## src/rtl/sync_fifo_pkg.sv

```systemverilog
// Shared defaults and helpers for the single-clock FIFO.
package sync_fifo_pkg;

   localparam int unsigned DEF_DATA_W = 8;
   localparam int unsigned DEF_ADDR_W = 4;

   // Number of storage entries for a given address width.
   function automatic int unsigned fifo_depth(input int unsigned addr_w);
      return 32'd1 << addr_w;
   endfunction

endpackage

```

## src/rtl/sync_fifo_mem.sv

```systemverilog
// Simple dual-port storage for sync_fifo_param.
// SYNC_FIFO_FWFT_EN: defined -> combinational read port, undefined -> registered read port.
module sync_fifo_mem
   import sync_fifo_pkg::*;
#(
   parameter int unsigned DATA_W = DEF_DATA_W,
   parameter int unsigned ADDR_W = DEF_ADDR_W
) (
   input  logic              clk,
   input  logic              rst,
   input  logic              we,
   input  logic [ADDR_W-1:0] waddr,
   input  logic [DATA_W-1:0] wdata,
   input  logic              re,
   input  logic [ADDR_W-1:0] raddr,
   output logic [DATA_W-1:0] rdata
);

   localparam int unsigned DEPTH = fifo_depth(ADDR_W);

   logic [DATA_W-1:0] mem_q [DEPTH];

   // Write port; contents are never cleared.
   always_ff @(posedge clk) begin
      if (we) mem_q[waddr] <= wdata;
   end

`ifdef SYNC_FIFO_FWFT_EN
   // Head word is presented without waiting for a read strobe.
   assign rdata = mem_q[raddr];

   logic unused_fwft;
   assign unused_fwft = ^{rst, re};
`else
   logic [DATA_W-1:0] rdata_d, rdata_q;

   // Load the addressed word on a read, hold otherwise.
   always_comb begin
      rdata_d = rdata_q;
      if (re) rdata_d = mem_q[raddr];
   end

   // Registered read data, cleared on reset.
   always_ff @(posedge clk) begin
      if (rst) rdata_q <= '0;
      else     rdata_q <= rdata_d;
   end

   assign rdata = rdata_q;
`endif

endmodule

```

## src/rtl/sync_fifo_param.sv

```systemverilog
// Single-clock parametrised FIFO with occupancy, almost flags and sticky errors.
// SYNC_FIFO_FWFT_EN: defined -> first-word-fall-through read, undefined -> registered read.
module sync_fifo_param
   import sync_fifo_pkg::*;
#(
   parameter int unsigned DATA_W    = DEF_DATA_W,
   parameter int unsigned ADDR_W    = DEF_ADDR_W,
   parameter int unsigned AFULL_TH  = (32'd1 << ADDR_W) - 32'd2,
   parameter int unsigned AEMPTY_TH = 2
) (
   input  logic              clk,
   input  logic              rst,
   input  logic              winc,
   input  logic [DATA_W-1:0] wdata,
   output logic              wfull,
   output logic              walmost_full,
   input  logic              rinc,
   output logic [DATA_W-1:0] rdata,
   output logic              rempty,
   output logic              ralmost_empty,
   output logic [ADDR_W:0]   count,
   output logic              wovf,
   output logic              rudf
);

   localparam int unsigned PTR_W      = ADDR_W + 1;
   localparam logic [ADDR_W:0] AFULL_CNT  = PTR_W'(AFULL_TH);
   localparam logic [ADDR_W:0] AEMPTY_CNT = PTR_W'(AEMPTY_TH);

   logic [ADDR_W:0] wptr_d, wptr_q, rptr_d, rptr_q, count_d, count_q;
   logic            wfull_d, wfull_q, rempty_d, rempty_q;
   logic            walmost_full_d, walmost_full_q, ralmost_empty_d, ralmost_empty_q;
   logic            wovf_d, wovf_q, rudf_d, rudf_q;
   logic            wr_acc, rd_acc;

   assign wr_acc = winc && !wfull_q;
   assign rd_acc = rinc && !rempty_q;

   // Next pointers, status derived from next pointers, sticky error capture.
   always_comb begin
      wptr_d          = wptr_q + PTR_W'(wr_acc);
      rptr_d          = rptr_q + PTR_W'(rd_acc);
      count_d         = wptr_d - rptr_d;
      rempty_d        = (wptr_d == rptr_d);
      wfull_d         = (wptr_d[ADDR_W] != rptr_d[ADDR_W]) &&
                        (wptr_d[ADDR_W-1:0] == rptr_d[ADDR_W-1:0]);
      walmost_full_d  = (count_d >= AFULL_CNT);
      ralmost_empty_d = (count_d <= AEMPTY_CNT);
      wovf_d          = wovf_q | (winc & wfull_q);
      rudf_d          = rudf_q | (rinc & rempty_q);
   end

   // State registers with synchronous reset.
   always_ff @(posedge clk) begin
      if (rst) begin
         wptr_q          <= '0;
         rptr_q          <= '0;
         count_q         <= '0;
         rempty_q        <= 1'b1;
         wfull_q         <= 1'b0;
         walmost_full_q  <= 1'b0;
         ralmost_empty_q <= 1'b1;
         wovf_q          <= 1'b0;
         rudf_q          <= 1'b0;
      end else begin
         wptr_q          <= wptr_d;
         rptr_q          <= rptr_d;
         count_q         <= count_d;
         rempty_q        <= rempty_d;
         wfull_q         <= wfull_d;
         walmost_full_q  <= walmost_full_d;
         ralmost_empty_q <= ralmost_empty_d;
         wovf_q          <= wovf_d;
         rudf_q          <= rudf_d;
      end
   end

   // Storage; accesses are suppressed while reset is asserted.
   sync_fifo_mem #(
      .DATA_W (DATA_W),
      .ADDR_W (ADDR_W)
   ) u_mem (
      .clk   (clk),
      .rst   (rst),
      .we    (wr_acc && !rst),
      .waddr (wptr_q[ADDR_W-1:0]),
      .wdata (wdata),
      .re    (rd_acc && !rst),
      .raddr (rptr_q[ADDR_W-1:0]),
      .rdata (rdata)
   );

   assign count         = count_q;
   assign rempty        = rempty_q;
   assign wfull         = wfull_q;
   assign walmost_full  = walmost_full_q;
   assign ralmost_empty = ralmost_empty_q;
   assign wovf          = wovf_q;
   assign rudf          = rudf_q;

endmodule

```

## config.mk

```make
export PLATFORM = sky130hd
export DESIGN_NAME = sync_fifo_param
export DESIGN_NICKNAME = d
export VERILOG_FILES = /design/src/rtl/sync_fifo_pkg.sv /design/src/rtl/sync_fifo_mem.sv /design/src/rtl/sync_fifo_param.sv
export SDC_FILE = /design/constraint.sdc
export NUM_CORES = 1
export LEC_CHECK = 0
export ABC_AREA = 1
export BUFFER_PORTS_ARGS = -buffer_cell sky130_fd_sc_hd__buf_4
export CAP_MARGIN = 20
export CORE_MARGIN = 2
export CORE_UTILIZATION = 25
export DETAILED_ROUTE_END_ITERATION = 16
export PLACE_DENSITY = 0.42
export SYNTH_ARGS = -nofsm -noshare
export SYNTH_HDL_FRONTEND = slang
export SYNTH_HIERARCHICAL = 1
export SYNTH_SLANG_ARGS = --single-unit
```

## constraint.sdc

```tcl
create_clock -name clk -period 2.5 [get_ports clk]
set_clock_uncertainty 0.05 [all_clocks]
set_input_delay 0.625 -clock clk [delete_from_list [all_inputs] [get_ports clk]]
set_output_delay 0.625 -clock clk [all_outputs]
set_load 0.02 [all_outputs]
```

==> results.md, run 1 <==
* First-pass GRT wire length at 27,000 um
* CP Class: register to register
* Total Routing Usage GR at 12.7%
* Number of vias per cell at 4.31
* Hold buffer count at cts at 0
* Post-synthesis sequential area ratio at 65.5%
* Psw at 1.80 mW
* First-pass iteration count of the detailed router at 4
* # resized after CTS at 0
* Core area at 26,700 um2
* Final #Nets at 727
* Clock transition at the registers of the reported paths at 70 ps
* Grt total ovfl at 0
* Largest net degree at the start of global routing at 66
* Num CTS Buffers at 17
* Final slew viol count at 0
* Power share of the clock group at 42.1%
* Routed length per placed instance at 16.0 um
* Seq cells post-synth at 157
* Internal Power at 4.81 mW
* Crit-path max FO at 6
* Die area at 28,300 um2
* RSZ-0062 raised after global routing: no
* Vias in the first global route at 4,554
* Synth Warn # at 6
* Arr. time, crit path at 2350 ps
* Flop-to-flop setup slack at 430 ps
* Status: completed
* Antenna viol nets, final at 0
* CP Capture Type: register
* Post-layout min period at 2070 ps
* Combinational share of power at 13.5%
* Final GP Congestion at 0.741
* Final setup fails at 0
* P_leak at 3.16 nW
* Max transition margin at 54.6%
* Worst Hold Class: primary input to register
* IO Count at 31
* IO Port Bufs at 30
* Worst Setup Start Kind: register
* Power per cell area at 820 nW/um2
* Post-layout instance area at 8060 um2
* Die X at 168 um
* Crit share post-route at 82.9%
* Final Hold Viols at 0
* Area after DPL at 7430 um2
* Antenna diodes at 0
* WL final at 16,900 um
* Cell Rows at 60
* TNS Setup at 0 ps
* Number of antenna violations at the first check in global routing at 0
* Avg Synthesized Cell Area at 10.2 um2
* Synthesized area at 6750 um2
* Max Freq at 482 MHz
* Area Growth Syn to Fin at 19.4%
* Library cells used by synthesis at 24
* DP HPWL at 11,000 um
* Layout cells sized above 1 at 16.2%
* Final Util at 30.2%
* Number of setup buffers added after CTS at 0
* DRT iter0 DRCs at 332
* Worst EP required at 2780 ps
* Maximum VDD drop at 0.000315 V
* Reg power frac at 44.4%
* Max-cap violations at 0
* Vias at 4,579
* Clock buffer depth at 2
* Die Ht at 168 um
* Clk_lat worst skew at 420 ps
* Synthesized instance count at 660
* Drt drc at 0
* Root buf cell: clkbuf_16
* Sw frac at 27.3%
* Clk sinks at 157
* Synth Net Count at 679
* Initial Util at 25.3%
* Slew @ Worst Pin at 680 ps
* # H-tree levels at 4
* CTS tree: yes
cell type report:
cell class	count	area [um2]
Inverter	38	143
Sequential cell	157	4430
Tap cell	341	427
Fill cell	2802	18700
Clock buffer	17	425
Clock inverter	15	203
Timing Repair Buffer	60	488
Multi-Input combinational cell	434	1950
path summary, 6_finish.rpt:
path	from	to	depth (start not counted)
setup / recovery	wptr_q[0]	ralmost_empty	12
setup reg to reg	wptr_q[0]	ralmost_empty	12
hold reg to reg	rudf	rudf	2
hold / removal	rinc	rudf	3
synthesized netlist by cell type:
| library cell | number | area [um2] |
|---|---|---|
| nand2_2 | 8 | 50.1 |
| nand2_4 | 3 | 33.8 |
| nor2_1 | 55 | 206 |
| edfxtp_1 | 128 | 3840 |
| buf_6 | 12 | 135 |
| nor3_1 | 3 | 15.0 |
| dfxtp_1 | 29 | 581 |
| buf_4 | 6 | 45.0 |
| nand3_2 | 2 | 20.0 |
| nand3b_1 | 3 | 22.5 |
| inv_1 | 31 | 116 |
| xnor2_1 | 1 | 8.76 |
| a21oi_1 | 2 | 10.0 |
| a21oi_2 | 1 | 8.76 |
| ha_1 | 7 | 87.6 |
| nand3_1 | 113 | 566 |
| o21ai_0 | 1 | 5.00 |
| buf_2 | 10 | 50.1 |
| inv_2 | 7 | 26.3 |
| nor2_2 | 3 | 18.8 |
| nand4_1 | 8 | 50.1 |
| nand2_1 | 224 | 841 |
| buf_1 | 1 | 3.75 |
| clkbuf_1 | 2 | 7.51 |
critical path, stage by stage, from the launching register on:
cell and delay [ps]:
dfxtp_1 470, ha_1 250, buf_4 150, ha_1 270, nand3_1 140, nand2_1 100
nand2_1 70, nand2_1 60, nand2_1 90, nor2_1 100, nand3_1 120, nand2_2 100
nor2_2 30
sequential cells by signal (all words and copies together), names as in the netlist:
register       count
u_mem/mem_q      128
u_mem/rdata        8
count              5
rptr_q             5
wptr_q             5
ralmost_empty      1
rempty             1
rudf               1
walmost_full       1
wfull              1
wovf               1
layout by cell type, fill, tap and decap left out, drive strengths merged, types with 3 or more instances in the layout:
cell,instances
nand2,235
edfxtp,128
nand3,115
buf,60
nor2,58
inv,46
dfxtp,29
clkbuf,17
nand4,8
ha,7
nand3b,3
bufinv,3
nor3,3
a21oi,3
clkinv,3
routing by layer:
layer	vias to the layer above	share of wire, %	track usage [%]
met4	0	0.76	3.49
met1	2192	50	17.9
met2	68	46	19.8
li1	2312	-	-
met3	7	3.1	2.44
met5	-	0	0
power groups by stage:
stage / registers [mW] / logic (mW) / clock network (mW)
after floorplan: 3.04 / 0.517 / 0
after global placement: 3.00 / 0.911 / 0
after detailed placement: 2.99 / 0.906 / 0
after CTS: 2.94 / 0.908 / 2.84
after global routing: 2.94 / 1.01 / 2.95
final: 2.94 / 0.889 / 2.78
metrics by stage:
step                      power [mW]  hold WS (ps)  instances  worst slack [ps]
after floorplan                 3.56           479        660               212
after global placement          3.91           405       1030              39.9
after detailed placement        3.90           409       1030              34.8
after CTS                       6.68           371       1062               403
after global routing            6.90           391       1062               227
final                           6.61           389       1062               427
cells by family (layout without fill, tap and decap cells):
kind of cell / Yosys count / count (layout) / share of synthesized area (%)
AO/OA/AOI/OAI: 4 / 4 / 0.352
XOR/XNOR: 1 / 1 / 0.130
adder cells (fa/ha/maj): 7 / 7 / 1.30
buffers and inverters: 69 / 130 / 5.69
flip-flops: 157 / 157 / 65.5
AND/OR/NAND/NOR: 422 / 422 / 27.0
No activity file was read; power rests on OpenSTA's default activity.
==> run 2, diff against run 1 <==
- ABC_AREA: 1 -> 0
- clock period: 2.5 -> 1.95 ns (I/O delays scaled with it)
==> results.md, run 2 <==
* Slew @ Worst Pin at 769 ps (was 680 ps)
* Pre-CTS WS at -794 ps (was 34.8 ps)
* Power per cell area at 978 nW/um2 (was 820 nW/um2)
* # H-tree levels at 4 (unchanged)
* Core area at 24,500 um2 (was 26,700 um2)
* DP HPWL at 9220 um (was 11,000 um)
* Max transition margin at 48.5% (was 54.6%)
* Final slew viol count at 0 (unchanged)
* Placed cell count at 794 (was 1,030)
* Synth Warn # at 6 (unchanged)
* Cell Rows at 57 (was 60)
* Crit-path max FO at 3 (was 6)
* TNS Setup at -1250 ps (was 0 ps)
* Clk sinks at 157 (unchanged)
* Antenna diodes at 0 (unchanged)
* Arr. time, crit path at 2600 ps (was 2350 ps)
* Number of antenna violations at the first check in global routing at 0 (unchanged)
* Total Routing Usage GR at 11.4% (was 12.7%)
* Combinational share of power at 10.7% (was 13.5%)
* Leading cell type by number of instances after synthesis: edfxtp_1 (was nand2_1)
* Max Freq at 428 MHz (was 482 MHz)
* WL final at 14,300 um (was 16,900 um)
* Post-route non-filler standard cell count at 830 (was 1,062)
* Post-layout instance area at 8090 um2 (was 8060 um2)
* DRT iter0 DRCs at 232 (was 332)
* Commonest cells after routing, fill and taps aside: edfxtp_1 (128), buf_4 (75), mux2i_1 (64) (was nand2_1 (224), edfxtp_1 (128), nand3_1 (113))
* Commonest register cell after synthesis: edfxtp_1 (unchanged)
* Commonest non-fill, non-tap cell in the layout: edfxtp_1 (was nand2_1)
* Status: finished, violations left (was completed)
* Final Util at 33.1% (was 30.2%)
* Flop-to-flop setup slack at -390 ps (was 430 ps)
* Final #Nets at 512 (was 727)
* Psw at 1.98 mW (was 1.80 mW)
* Die Ht at 162 um (was 168 um)
* Total power at 7.91 mW (was 6.61 mW)
* Post-layout min period at 2340 ps (was 2070 ps)
* Failing checks: setup timing
* Most common library cells after synthesis: edfxtp_1 (128), mux2i_1 (64), dfxtp_1 (29), nor2_1 (29), nand3_1 (28) (was nand2_1 (224), edfxtp_1 (128), nand3_1 (113))
* Clock transition at the registers of the reported paths at 70 ps (about the same)
* Hold slack at 273 ps (was 389 ps)
* Die area at 26,300 um2 (was 28,300 um2)
* Power share of the clock group at 41.9% (was 42.1%)
* Avg Synthesized Cell Area at 15.4 um2 (was 10.2 um2)
* Seq cells post-synth at 157 (unchanged)
* Worst EP required at 2210 ps (was 2780 ps)
* Area after DPL at 7300 um2 (was 7430 um2)
* Crit share post-route at 120% (was 82.9%)
* CP Capture Type: register (unchanged)
* Die X at 162 um (was 168 um)
* Final GP Congestion at 0.748 (was 0.741)
* Area Growth Syn to Fin at 29.2% (was 19.4%)
* Max reg flops at 128 (unchanged)
* Max-cap violations at 0 (unchanged)
* Synthesized instance count at 407 (was 660)
* Sw frac at 25.0% (was 27.3%)
* Final Hold Viols at 0 (unchanged)
* IO Count at 31 (unchanged)
* Drt drc at 0 (unchanged)
* Antenna viol nets, final at 0 (unchanged)
* Largest area contributor in the netlist: edfxtp_1 (unchanged)
* Largest net degree at the start of global routing at 65 (was 66)
* Clk_lat worst skew at 420 ps (about the same)
* CP Class: register to register (unchanged)
* Post-synthesis sequential area ratio at 70.7% (was 65.5%)
* Hold buffer count at cts at 0 (unchanged)
* Clock buffer depth at 2 (unchanged)
* Library cells used by synthesis at 33 (was 24)
* Final setup fails at 5 (was 0)
* Synthesized area at 6260 um2 (was 6750 um2)
* P_leak at 2.67 nW (was 3.16 nW)
* Synth area leaders: edfxtp_1 (61%), mux2i_1 (10%), dfxtp_1 (9.3%) (was edfxtp_1 (57%), nand2_1 (12%), dfxtp_1 (8.6%))
* Vias at 3,610 (was 4,579)
* Routed length per placed instance at 17.3 um (was 16.0 um)
* Vias in the first global route at 3,727 (was 4,554)
* First-pass GRT wire length at 22,100 um (was 27,000 um)
* IO Port Bufs at 30 (unchanged)
* Root buf cell: clkbuf_16 (unchanged)
* CTS tree: yes (unchanged)
* Final worst setup slack at -388 ps (was 427 ps)
* Post-synth ARST share at 0% (unchanged)
* Most flops, register: u_mem/mem_q (unchanged)
* Internal Power at 5.93 mW (was 4.81 mW)
* Grt total ovfl at 0 (unchanged)
* Worst Hold Class: primary input to register (unchanged)
* Share of the synthesized area in the top cell type at 61.4% (was 56.9%)
* Reg power frac at 47.4% (was 44.4%)
* RSZ-0062 raised after global routing: yes (was no)
* Maximum VDD drop at 0.000500 V (was 0.000315 V)
* Worst Setup Start Kind: register (unchanged)
* First-pass iteration count of the detailed router at 4 (unchanged)
* Initial Util at 25.6% (was 25.3%)
* Num CTS Buffers at 17 (unchanged)
* Layout cells sized above 1 at 31.4% (was 16.2%)
* Synth Net Count at 426 (was 679)
* Number of synthesized flops with an enable pin at 128 (unchanged)
* Number of vias per cell at 4.35 (was 4.31)
## run 2: cells by family (layout without fill, tap and decap cells)
logic type                 count (synthesis)  count (layout)  synth area share, %
AOI/OAI and AO/OA                         39              39                 4.26
adders and majority gates                 10              10                 1.94
xor gates and xnor gates                  15              15                 2.34
buffers and inverters                     21             120                 2.70
DFF                                      157             157                 70.7
muxes                                     64              64                 10.2
and+or+nand+nor                          101             101                 7.86
## run 2: what timing repair did
action | 4_1_cts | 5_1_grt
gates cloned | 0 | 0
pin swaps | 11 | 8
setup buffers | 3 | 3
hold endpoints to repair | 0 | 0
setup endpoints to repair | 7 | 21
resized for setup | 19 | 11
## run 2: layout make-up
type / count / area (um2)
Clock buffer: 17 / 425
Clock inverter: 15 / 175
Fill cell: 2393 / 16400
Inverter: 5 / 18.8
Multi-Input combinational cell: 229 / 1940
Sequential cell: 157 / 4430
Tap cell: 324 / 405
Timing Repair Buffer: 83 / 697
## run 2: path summary, 6_finish.rpt
path / startpoint / to / depth (start not counted)
setup / recovery: rempty / ralmost_empty / 10
hold / removal: winc / wovf / 3
hold reg to reg: u_mem/rdata[7] / u_mem/rdata[7] / 2
setup reg to reg: rempty / ralmost_empty / 10
## run 2: per-layer routing
layer  routed length, um  up-vias  global-route usage [%]
met2                6850       67                    18.2
met4                 153        0                    3.42
met5                   0        -                       0
met3                 475        9                    3.17
li1                    -     1712                       -
met1                6870     1822                    15.1
## run 2: power by group through the flow
stage | clock network [mW] | logic, mW | registers (mW)
2_1_floorplan | 0 | 0.315 | 3.89
3_3_place_gp | 0 | 0.766 | 3.82
3_5_place_dp | 0 | 0.773 | 3.82
4_1_cts | 3.40 | 0.843 | 3.75
5_1_grt | 3.56 | 0.915 | 3.75
6_report | 3.32 | 0.847 | 3.75
## run 2: critical path, stage by stage (launching register included)
cell,delay (ps)
dfxtp_2,340
nor2b_4,130
ha_4,160
ha_4,210
xnor2_2,150
ha_2,190
a21oi_2,40
maj3_2,290
maj3_2,320
xor2_2,160
a41o_1,190
==> run 3, diff against run 2 <==
- clock period: 1.95 -> 2.8 ns (I/O delays scaled with it)
==> results.md, run 3 (same netlist as run 2, synthesis figures left out) <==
* Post-layout min period at 2570 ps (was 2340 ps)
* DP HPWL at 9170 um (was 9220 um)
* Maximum VDD drop at 0.000327 V (was 0.000500 V)
* Final setup fails at 0 (was 5)
* Commonest non-fill, non-tap cell in the layout: edfxtp_1 (unchanged)
* CP Capture Type: register (unchanged)
* # H-tree levels at 4 (unchanged)
* Antenna viol nets, final at 0 (unchanged)
* Max reg flops at 128 (unchanged)
* Critical Path, Cell by Cell: ha_2 > ha_4 > xnor2_2 > ha_2 > a21oi_2 > maj3_2 > maj3_2 > xor2_2 > a41o_1 (was nor2b_4 > ha_4 > ha_4 > xnor2_2 > ha_2 > a21oi_2 > maj3_2 > maj3_2 > xor2_2 > a41o_1)
* Most flops, register: u_mem/mem_q (unchanged)
* Worst Hold Class: register to register (was primary input to register)
* Number of setup buffers added after CTS at 0 (was 3)
* # resized after CTS at 0 (was 19)
* Vias at 3,438 (was 3,610)
* Final Hold Viols at 0 (unchanged)
* Final GP Congestion at 0.784 (was 0.748)
* Arr. time, crit path at 2840 ps (was 2600 ps)
* P_leak at 2.52 nW (was 2.67 nW)
* IO Count at 31 (unchanged)
* WL final at 14,000 um (was 14,300 um)
* Drt drc at 0 (unchanged)
* Core area at 24,500 um2 (unchanged)
* Slowest CP cell: dfxtp_1 (was dfxtp_2)
* Flop-to-flop setup slack at 230 ps (was -390 ps)
* Max-cap violations at 0 (unchanged)
* Hold buffer count at cts at 0 (unchanged)
* Total Routing Usage GR at 11.3% (was 11.4%)
* Reg2Reg Depth at 9 (was 10)
* Num CTS Buffers at 17 (unchanged)
* Initial Util at 25.6% (unchanged)
* Worst reg2reg startpoint: wptr_q[0] (was rempty)
* CTS tree: yes (unchanged)
* Met3 Track Usage GR at 2.91% (was 3.17%)
* Crit share post-route at 91.9% (was 120%)
* Clk_lat worst skew at 420 ps (about the same)
* Slew @ Worst Pin at 860 ps (was 769 ps)
* Final Util at 31.3% (was 33.1%)
* Busiest grt layer: met2 (unchanged)
* Worst Setup Start Kind: register (unchanged)
* Routed length per placed instance at 17.3 um (about the same)
* Vias in the first global route at 3,589 (was 3,727)
* Max transition margin at 42.4% (was 48.5%)
* Hold Crit Endpoint: u_mem/rdata[7] (was wovf)
* RSZ-0062 raised after global routing: no (was yes)
* Root buf cell: clkbuf_16 (unchanged)
* First-pass GRT wire length at 21,700 um (was 22,100 um)
* Number of antenna violations at the first check in global routing at 0 (unchanged)
* Placed cell count at 778 (was 794)
* CP Class: register to register (unchanged)
* Hold path cells at 2 (was 3)
* Worst EP required at 3060 ps (was 2210 ps)
* Clock buffer depth at 2 (unchanged)
* Die Ht at 162 um (unchanged)
* Clk sinks at 157 (unchanged)
* Status: completed (was finished, violations left)
* Power per cell area at 703 nW/um2 (was 978 nW/um2)
* Hold slack at 419 ps (was 273 ps)
* Grt met2 use at 19.1% (was 18.2%)
* Grt total ovfl at 0 (unchanged)
* Cell Rows at 57 (unchanged)
* DRT iter0 DRCs at 210 (was 232)
* Largest net degree at the start of global routing at 65 (unchanged)
* First-pass iteration count of the detailed router at 4 (unchanged)
* Hold Path Origin: u_mem/rdata[7] (was winc)
* Max Freq at 388 MHz (was 428 MHz)
* Antenna diodes at 0 (unchanged)
* Post-route non-filler standard cell count at 810 (was 830)
* IO Port Bufs at 30 (unchanged)
* Number of vias per cell at 4.24 (was 4.35)
* FF-to-FF End: ralmost_empty (unchanged)
* Area Growth Syn to Fin at 22.4% (was 29.2%)
* M1 GR Usage at 14.3% (was 15.1%)
* Final slew viol count at 0 (unchanged)
* Number of fill cells at 2,432 (was 2,393)
* Crit-path max FO at 8 (was 3)
* CP max stage delay at 510 ps (was 340 ps)
* Die X at 162 um (unchanged)
* Commonest cells after routing, fill and taps aside: edfxtp_1 (128), mux2i_1 (64), buf_4 (62) (was edfxtp_1 (128), buf_4 (75), mux2i_1 (64))
* Layout cells sized above 1 at 23.0% (was 31.4%)
* Clock transition at the registers of the reported paths at 70 ps (about the same)
* Final #Nets at 492 (was 512)
* Die area at 26,300 um2 (unchanged)
==> run 3: worst max path at each step <==
stage	start	end	slack, ps
2_1_floorplan	winc	ralmost_empty	6
3_3_place_gp	winc	ralmost_empty	-150
3_5_place_dp	winc	ralmost_empty	-210
4_1_cts	wptr_q[0]	ralmost_empty	190
5_1_grt	wptr_q[0]	ralmost_empty	110
6_report	wptr_q[0]	ralmost_empty	230
==> run 3: per-layer routing <==
layer / up-vias / share of wire (%)
met5: - / 0
met4: 0 / 0.91
met3: 9 / 3.5
met2: 53 / 49
met1: 1708 / 47
li1: 1668 / -
==> run 3: worst max-delay path, delay by kind of cell, from the launching register on <==
kind                       cells  cell delay (ps)
AOI/OAI and AO/OA              2              290
xor gates and xnor gates       2              320
adders and majority gates      5             1300
DFF                            1              510
==> run 3: cell type report <==
class                   count  area (um2)  area share, %
inverters                   5        18.8          0.245
repair buffers             63         485           6.33
well taps                 324         405           5.29
clock inverters            15         170           2.22
multi-input cells         229        1730           22.6
clock buffers              17         425           5.55
flip-flops and latches    157        4430           57.8
==> run 3: stage by stage <==
step | instance area [um2] | TNS [ps] | power [mW] | setup slack (ps)
after floorplan | 6320 | 0 | 2.92 | 6.08
after global placement | 7070 | -350 | 3.15 | -152
after detailed placement | 7070 | -537 | 3.16 | -210
after CTS | 7660 | 0 | 5.47 | 187
after global routing | 7660 | 0 | 5.60 | 107
final | 7660 | 0 | 5.39 | 226
==> run 3: power breakdown <==
part / switching, mW / internal (mW) / total [mW] / leakage [nW]
Combinational: 0.265 / 0.210 / 0.475 / 0.837
Sequential: 0.0376 / 2.58 / 2.61 / 1.39
Clock: 1.02 / 1.28 / 2.30 / 0.295
